$ cat config.mk
export PLATFORM = sky130hd
export DESIGN_NAME = spu_mald_ctl
export DESIGN_NICKNAME = d
export VERILOG_FILES = /design/src/rtl/spu_mald_ctl.sv
export SDC_FILE = /design/constraint.sdc
export NUM_CORES = 1
export LEC_CHECK = 0
export CELL_PAD_IN_SITES_DETAIL_PLACEMENT = 1
export CELL_PAD_IN_SITES_GLOBAL_PLACEMENT = 2
export CORE_AREA = 2 2 96 144
export CTS_CLUSTER_SIZE = 20
export DETAILED_ROUTE_END_ITERATION = 6
export DIE_AREA = 0 0 98 146
export PLACE_DENSITY = 0.86
export REMOVE_ABC_BUFFERS = 1
export SLEW_MARGIN = 20
export SYNTH_ARGS = -nofsm -noshare
export SYNTH_HDL_FRONTEND = slang
export SYNTH_SLANG_ARGS = --single-unit
export TNS_END_PERCENT = 20
$ cat constraint.sdc
create_clock -name rclk -period 3.2 [get_ports rclk]
set_input_delay 0.64 -clock rclk [delete_from_list [all_inputs] [get_ports rclk]]
set_output_delay 0.64 -clock rclk [all_outputs]
set_load 0.005 [all_outputs]
$ cat src/rtl/spu_mald_ctl.sv
// MA-load sequencer: fetches malen 64-bit words from L2 via the LSU and writes them into MA memory.
// Optional per-byte write parity is built when SPU_MALD_PARITY_EN is defined.
module spu_mald_ctl (
  input  logic        rclk,
  input  logic        arst_l,
  input  logic        se,
  input  logic        spu_mactl_iss_pulse_dly,
  input  logic        mactl_load,
  input  logic [7:0]  spu_mactl_malen,
  input  logic        spu_mactl_kill_op,
  input  logic        ldreq_ack,
  input  logic        ld_rtn_vld,
  input  logic [63:0] ld_rtn_data,
  input  logic        ld_rtn_err,
  output logic        spu_mald_ldreq,
  output logic        spu_mald_mpa_addrinc,
  output logic        spu_mald_memwen,
  output logic [63:0] spu_mald_memwdata,
  output logic [7:0]  spu_mald_memwpar,
  output logic        spu_mald_maaddr_addrinc,
  output logic        spu_mald_done_set,
  output logic        spu_mald_err_set
);

  // state    | meaning
  // IDLE     | no op in flight; waits for a qualified load issue
  // LDREQ    | load request raised to the LSU, waiting for ack
  // WAIT4RTN | request accepted, waiting for return data
  // MEMWR    | returned word written into MA memory this cycle
  typedef enum logic [3:0] {
    ST_IDLE     = 4'b0001,
    ST_LDREQ    = 4'b0010,
    ST_WAIT4RTN = 4'b0100,
    ST_MEMWR    = 4'b1000
  } state_t;

  state_t      r_state;
  logic [7:0]  r_rem;
  logic        r_ldreq;
  logic        r_mpa_addrinc;
  logic        r_memwen;
  logic [63:0] r_memwdata;
  logic        r_maaddr_addrinc;
  logic        r_done_set;
  logic        r_err_set;
  logic        w_issue;
  logic        w_kill;
  logic        w_unused_se;

  assign w_issue     = spu_mactl_iss_pulse_dly & mactl_load;
  assign w_kill      = spu_mactl_kill_op & (r_state != ST_IDLE);
  assign w_unused_se = se;

  always_ff @(posedge rclk or negedge arst_l) begin
    if (!arst_l) begin
      r_state          <= ST_IDLE;
      r_rem            <= 8'd0;
      r_ldreq          <= 1'b0;
      r_mpa_addrinc    <= 1'b0;
      r_memwen         <= 1'b0;
      r_memwdata       <= 64'd0;
      r_maaddr_addrinc <= 1'b0;
      r_done_set       <= 1'b0;
      r_err_set        <= 1'b0;
    end else begin
      r_ldreq          <= 1'b0;
      r_mpa_addrinc    <= 1'b0;
      r_memwen         <= 1'b0;
      r_maaddr_addrinc <= 1'b0;
      // Kill beats any same-cycle ack or return, so nothing below runs.
      if (w_kill) begin
        r_state    <= ST_IDLE;
        r_rem      <= 8'd0;
        r_done_set <= 1'b1;
      end else begin
        case (r_state)
          ST_IDLE: begin
            if (w_issue) begin
              r_rem     <= spu_mactl_malen;
              r_err_set <= 1'b0;
              if (spu_mactl_malen == 8'd0) begin
                r_done_set <= 1'b1;
              end else begin
                r_done_set <= 1'b0;
                r_state    <= ST_LDREQ;
                r_ldreq    <= 1'b1;
              end
            end
          end
          ST_LDREQ: begin
            if (ldreq_ack) begin
              r_state       <= ST_WAIT4RTN;
              r_mpa_addrinc <= 1'b1;
            end else begin
              r_ldreq <= 1'b1;
            end
          end
          ST_WAIT4RTN: begin
            if (ld_rtn_vld) begin
              r_memwdata <= ld_rtn_data;
              if (ld_rtn_err) begin
                r_state    <= ST_IDLE;
                r_err_set  <= 1'b1;
                r_done_set <= 1'b1;
              end else begin
                r_state          <= ST_MEMWR;
                r_memwen         <= 1'b1;
                r_maaddr_addrinc <= 1'b1;
              end
            end
          end
          ST_MEMWR: begin
            r_rem <= r_rem - 8'd1;
            if (r_rem == 8'd1) begin
              r_state    <= ST_IDLE;
              r_done_set <= 1'b1;
            end else begin
              r_state <= ST_LDREQ;
              r_ldreq <= 1'b1;
            end
          end
          default: r_state <= ST_IDLE;
        endcase
      end
    end
  end

`ifdef SPU_MALD_PARITY_EN
  logic [7:0] r_memwpar;

  // Parity tracks the data register: updated on exactly the same returns.
  always_ff @(posedge rclk or negedge arst_l) begin
    if (!arst_l) begin
      r_memwpar <= 8'd0;
    end else if (!w_kill && (r_state == ST_WAIT4RTN) && ld_rtn_vld) begin
      for (int i = 0; i < 8; i++) begin
        r_memwpar[i] <= ^ld_rtn_data[8*i +: 8];
      end
    end
  end

  assign spu_mald_memwpar = r_memwpar;
`else
  assign spu_mald_memwpar = 8'h00;
`endif

  assign spu_mald_ldreq          = r_ldreq;
  assign spu_mald_mpa_addrinc    = r_mpa_addrinc;
  assign spu_mald_memwen         = r_memwen;
  assign spu_mald_memwdata       = r_memwdata;
  assign spu_mald_maaddr_addrinc = r_maaddr_addrinc;
  assign spu_mald_done_set       = r_done_set;
  assign spu_mald_err_set        = r_err_set;

endmodule
**Word-level counts from Yosys, hierarchy flattened**

Cells that the tools add are included.
W data, S select, Z words.

- Register bits: 81
- Output and inout port bits: 78
- Word-level logic and storage cells: 69

- Add/subtract/negate cells: 1
- Equal/unequal tests: 15
- Mux-type cells: 33
- Bitwise gates (word level): 3
- Reductions and logical operators: 9

Operator list:

| cell | count |
|---|---|
| $mux W4 | 6 |
| $mux W1 | 19 |
| $ne A3 B3 Y1 const B | 6 |
| $mux W8 | 2 |
| $pmux W4 S4 | 1 |
| $pmux W8 S2 | 1 |
| $reduce_and A5 Y1 | 2 |
| $eq A8 B1 Y1 const B | 1 |
| $logic_not A8 Y1 | 1 |
| $sub A8 B1 Y8 const B | 1 |
| $ne A2 B2 Y1 const B | 3 |
| $pmux W1 S3 | 2 |
| $eq A4 B1 Y1 const B | 1 |
| $eq A4 B2 Y1 const B | 1 |
| $eq A4 B3 Y1 const B | 1 |
| $eq A4 B4 Y1 const B | 1 |
| $ne A4 B1 Y1 const B | 1 |
| $reduce_and A4 Y1 | 1 |
| $reduce_bool A4 Y1 | 1 |
| $reduce_and A3 Y1 | 1 |
| $reduce_bool A3 Y1 | 1 |
| $and A1 B1 Y1 | 2 |
| $mux W2 | 1 |
| $pmux W1 S2 | 1 |
| 3 further kinds | 3 |

**Depth between registers and ports, before layout**

- Depth in word-level cells: 5
- Gate-level depth with buffers: 7

**Least setup slack after synthesis**

No wires, ideal clock.

- Path type: input to register
- Start point: in spu_mactl_kill_op
- End point: reg r_memwdata[10], in the netlist spu_mald_memwdata[10]
- Library setup time: 127 ps
- Arrival: 1,917 ps
- Setup slack: 1,156 ps
- Stages: 6
- Buffers on the path: 3
- Path through: or3_1 -> clkbuf_1 -> nor3_2 -> buf_4 -> buf_6 -> mux2_1

- Longest elaborated chain between the ends: 3

Ends and longest elaborated chain:

| what | RTL line | source |
|---|---|---|
| from (decl) | 10 | `input logic spu_mactl_kill_op,` |
| $and A1 B1 Y1 | 51 | `assign w_kill = spu_mactl_kill_op & (r_state != ST_IDLE);` |
| $not A1 Y1 (no line) | n/a |  |
| $reduce_and A3 Y1 (no line) | n/a |  |
| to (signal assigned) | 100 | `r_memwdata <= ld_rtn_data;` |
| to (decl) | 42 | `logic [63:0] r_memwdata;` |

No other way between the ends.
A chain may end at the register's enable or synchronous reset.

**Worst setup path after layout**

- Start point: in spu_mactl_kill_op
- End point: reg r_memwdata[12], in the netlist spu_mald_memwdata[12]

Same word-level chain as after synthesis.

==> impl_metrics.csv <==
group,metric,value,unit
status,status,"completed",
global_route,grt_max_degree,82,
placement,pre_cts_slack,445,ps
power_and_ir_drop,power_leakage,2.51,nW
cells_and_area,fin_nets,491,
timing,setup_viol,0,
die,dieArea,14300,um2
clocking,cts_tree,"yes",
hold_path,hp-class,"primary input to asynchronous set/reset pin",
setup_path,reg2reg_depth,4,
power_and_ir_drop,p_per_area,548,nW/um2
cells_and_area,areaGrowthSynthToFinish,52.4,%
placement,hpwl,7.24,mm
synth,synth-seq-cells,81,
synth,synth.cells.most_frequent,"dfrtp_1, mux2_1, buf_4, nor2_1",
synth,synth-edff-count,0,
detailed_routing,routed_wl,9.51,mm
timing,fin_crit,2430,ps
cells_and_area,diodes,0,
timing,slew_headroom,50.2,%
cells_and_area,multi_input_area,1390,um2
placement,io_buffers,149,
global_route,track_usage,13.6,%
die,initial_utilization,27.6,%
setup_path,worstReg2RegEnd,"spu_mald_memwdata[12]$_DFFE_PN0P_",
die,die_w,98,um
timing,whs,350,ps
die,coreArea,13000,um2
synth,synth_top_area_share,56.0,%
cells_and_area,drive_above_1_share,6.30,%
clocking,cts_buffer_depth,2,
global_route,antenna_found_initial,0,
clocking,hold_buffers,0,
timing,drv_slew,0,
setup_path,regToRegSetupSlack,1110,ps
clocking,postCtsSetupRepairBufs,0,
die,fp-row-count,51,
timing,rsz0062_at_grt,"false",
detailed_routing,dr.first_iter.drc_count,44,
timing,clock_skew,6.77,ps
setup_path,endpoint,"spu_mald_memwdata[12]$_DFFE_PN0P_",
synth,seq_area_frac_synth,56.7,%
die,ioPinCount,159,
global_route,top_usage_layer,"met2",
timing,tightest_slew,747,ps
synth,synth_area_leaders,"dfrtp_1, mux2_1, buf_6, buf_4, nor2_1",
setup_path,worstSetupEndpointType,"flop",
setup_path,crit_start,"spu_mactl_kill_op",
placement,gp_congestion,0.809,
detailed_routing,vias,2636,
synth,synthCells,261,
synth,synth_cell_types,51,
cells_and_area,ff_latch_area,2030,um2
timing,final.period_utilization,75.9,%
global_route,grt_pass1_wl,15.5,mm
timing,fin_tns_setup,0,ps
global_route,use_met3,2.11,%
global_route,overflow,0,
setup_path,required,3410,ps
detailed_routing,ant_nets,0,
die,dieHeight,146,um
global_route,grtUsageMet2,25.0,%
synth,synth_top_flop_cell,"dfrtp_1",
timing,hold_viol,0,
detailed_routing,wl_per_cell,16.6,um
clocking,root_buffer,"clkbuf_16",
clocking,htree_num_levels,3,
synth,netlist_area,3570,um2
timing,worst_slack,771,ps
setup_path,reg2reg_from,"r_state[1]$_DFFE_PN0P_",
detailed_routing,drcViolationCount,0,
detailed_routing,firstDrtPassIters,4,
synth,synthArstFlopShare,100,%
synth,synthMostInstantiatedCell,"dfrtp_1",
global_route,grt_pass1_vias,2850,
setup_path,crit_type,"primary input to flop",
setup_path,worstPathArrival,2640,ps
global_route,met1_usage,15.0,%
timing,fmax,412,MHz
clocking,clkLatencyLatePin,330,ps
synth,synth_area_per_cell,13.7,um2
detailed_routing,via_per_inst,4.61,
cells_and_area,nFillCells,1394,
synth,synth_top_area_cell,"dfrtp_1",
power_and_ir_drop,ir_drop,0.241,mV
clocking,clk_transition_reported_paths,60,ps
synth,ys_warn_count,0,
setup_path,cp_max_fo,64,
clocking,cts-resized-gates,0,
setup_path,timing.critical_path.from_type,"primary input",
clocking,clock-sinks,81,
flow_run,max_cap_violations,0,
clocking,numCtsBuffers,9,
-- placed cells by master (no fill, tap or decap), types with 4 or more instances in the layout --
cell and n:
nor2_1 10, mux2_1 64, clkdlybuf4s50_1 148, inv_1 4, nand2_1 7, clkbuf_16 9, a31oi_1 4, dfrtp_1 80
nor4_1 6, conb_1 8
-- cells by family after synthesis --
logic type      synth area share, %
simple gates                   9.77
mux                            20.4
other cells                   0.105
fa+ha+maj                     0.700
flops                          56.7
compound gates                 6.90
buf+inv                        5.36
-- sequential cells by signal, indices dropped and copies added (netlist names) --
signal                   flops
spu_mald_maaddr_addrinc      1
r_state                      4
spu_mald_err_set             1
spu_mald_ldreq               1
spu_mald_mpa_addrinc         1
spu_mald_done_set            1
spu_mald_memwdata           64
r_rem                        8
-- layout make-up --
type,instances,share of cell area (%)
Sequential cell,81,37.2
Timing Repair Buffer,151,27.9
Multi-Input combinational cell,161,25.5
Clock buffer,10,4.20
Tap cell,159,3.65
Clock inverter,6,1.24
Inverter,4,0.276
-- per-stage QoR --
step	cell area, um2	instances	total power [mW]	utilization, %
after floorplan	3420	246	1.57	-
after global placement	5150	556	1.96	39.7
after detailed placement	5150	556	1.98	39.7
after CTS	5440	572	3.03	42.0
after global routing	5450	572	3.15	42.0
final	5450	572	2.98	42.0
-- metal layers --
metal	vias up	share of wire, %
met5	-	0
li1	1230	-
met3	18	4.4
met1	1300	36
met4	0	3.0
met2	88	57
-- critical path: stages --
cell             delay, ps
clkdlybuf4s50_1        540
or3_1                  430
nor3_4                 250
buf_12                 320
mux2_1                 390
-- worst min path at each step --
stage	from	endpoint	slack, ps	cells past startpoint
after floorplan	arst_l	r_rem[0]$_DFFE_PN0P_	340	0
after global placement	spu_mald_memwdata[34]$_DFFE_PN0P_	spu_mald_memwdata[34]$_DFFE_PN0P_	470	1
after detailed placement	spu_mald_memwdata[48]$_DFFE_PN0P_	spu_mald_memwdata[48]$_DFFE_PN0P_	480	1
after CTS	spu_mald_memwdata[28]$_DFFE_PN0P_	spu_mald_memwdata[28]$_DFFE_PN0P_	490	1
after global routing	arst_l	spu_mald_memwdata[39]$_DFFE_PN0P_	410	1
final	arst_l	spu_mald_memwdata[30]$_DFFE_PN0P_	350	1
-- power breakdown --
group          total (mW)  switching, mW  leakage (nW)  internal (mW)
sequential           1.27          0.112          1.11           1.16
combinational       0.688          0.288          1.26          0.400
clock                1.02          0.416         0.139          0.607
total                2.98          0.816          2.51           2.17
Note: power is estimated with default switching activity, not from simulation.
==> variant (config.mk and constraints unchanged) <==
Encoding of `state_t`: now binary (2 bits for 4 states).
--- a/src/rtl/spu_mald_ctl.sv
+++ b/src/rtl/spu_mald_ctl.sv
@@ -28,9 +28,9 @@
   // WAIT4RTN | request accepted, waiting for return data
   // MEMWR    | returned word written into MA memory this cycle
-  typedef enum logic [3:0] {
-    ST_IDLE     = 4'b0001,
-    ST_LDREQ    = 4'b0010,
-    ST_WAIT4RTN = 4'b0100,
-    ST_MEMWR    = 4'b1000
+  typedef enum logic [1:0] {
+    ST_IDLE     = 2'd0,
+    ST_LDREQ    = 2'd1,
+    ST_WAIT4RTN = 2'd2,
+    ST_MEMWR    = 2'd3
   } state_t;
 
Function: no difference found for any inputs over 10 cycles, from zero or initial values and one cycle with arst_l low; not proved beyond that.
==> variant against the unedited design <==
Wire length is 2.9% lower; synthesized area is 4.3% lower; worst setup slack better by 0.30 ns; global-route usage is 0.25 points lower; power is 17% higher; sequential cell count is 2 lower; cell area is 3.3% lower; fmax is 14% higher; highest routed layer unchanged.
==> variant: results (changes against the unedited design) <==
* Outcome: complete, no violations
* Worst path slowest cell: buf_4
* WL met3 at 441 um (+4.3%)
* Routed len/inst at 16.38 um (-1.5%)
* Vias at 2541 (-3.6%)
* Starting DRT DRC Count at 52 (+18%)
* Vias in the first global route at 2771 (-2.8%)
* Worst Path Arrival at 2.33 ns (-0.31 ns)
* Metal2 WL at 5174 um (-4.0%)
* Sequential fraction of the synthesis area at 57.81% (+1.1 points)
* Max stage delay on crit path at 0.47 ns (-0.07 ns)
* Area after DPL at 4962 um2 (-3.6%)
* M1 wire length at 3446 um (+1.0%)
* Synth area leaders: dfrtp_1 58%, mux2_1 15%, mux2_2 6.6%
* Met3 global-route usage at 2.690% (+0.58 points)
* Hold_ws at 0.3457 ns (-0.004601 ns)
* RR Startpoint: r_state[0]
* Worst-path fanout max at 43 (-33%)
* Largest net degree at the start of global routing at 80 (-2.4%)
* Combinational power at 1030 uW (+50%)
* Routability cong. at 0.7891 (-2.5%)
* P_sw at 865.3 uW (+6.0%)
* Clock skew at 0.003935 ns (-0.002837 ns)
* Total GRT Usage at 13.37% (-0.25 points)
* Nets at 484 (-1.4%)
* Max VDD drop at 0.2180 mV (-9.7%)
* Layout cell share with drive strength beyond 1 at 10.62% (+4.3 points)
* Yosys cell types at 40 (-22%)
* Setup crit end: spu_mald_memwdata[5]
[variant: stage by stage]
stage / utilization [%] / cells / worst slack, ns
after global placement: 38.31 / 549 / 0.7477
after global routing: 40.65 / 564 / 0.9749
after detailed placement: 38.31 / 549 / 0.7202
after CTS: 40.62 / 564 / 1.062
final: 40.65 / 564 / 1.075
after floorplan: - / 238 / 0.2703
[variant: cell type report]
class	count	area [um2]
Tap cell	159	198.9
Sequential cell	79	1977
Inverter	7	26.28
Clock buffer	12	256.5
Fill cell	1398	7689
Clock inverter	3	42.54
Multi-Input combinational cell	152	1249
Timing Repair Buffer	152	1515
[variant: logic make-up after synthesis]
family | count (synthesis) | synth area share [%]
compound gates | 42 | 7.208
xor+xnor | 1 | 0.2562
fa+ha+maj | 2 | 0.7317
buf+inv | 29 | 6.476
flops | 79 | 57.81
mux | 66 | 21.70
other cells | 1 | 0.1097
simple gates | 33 | 5.708
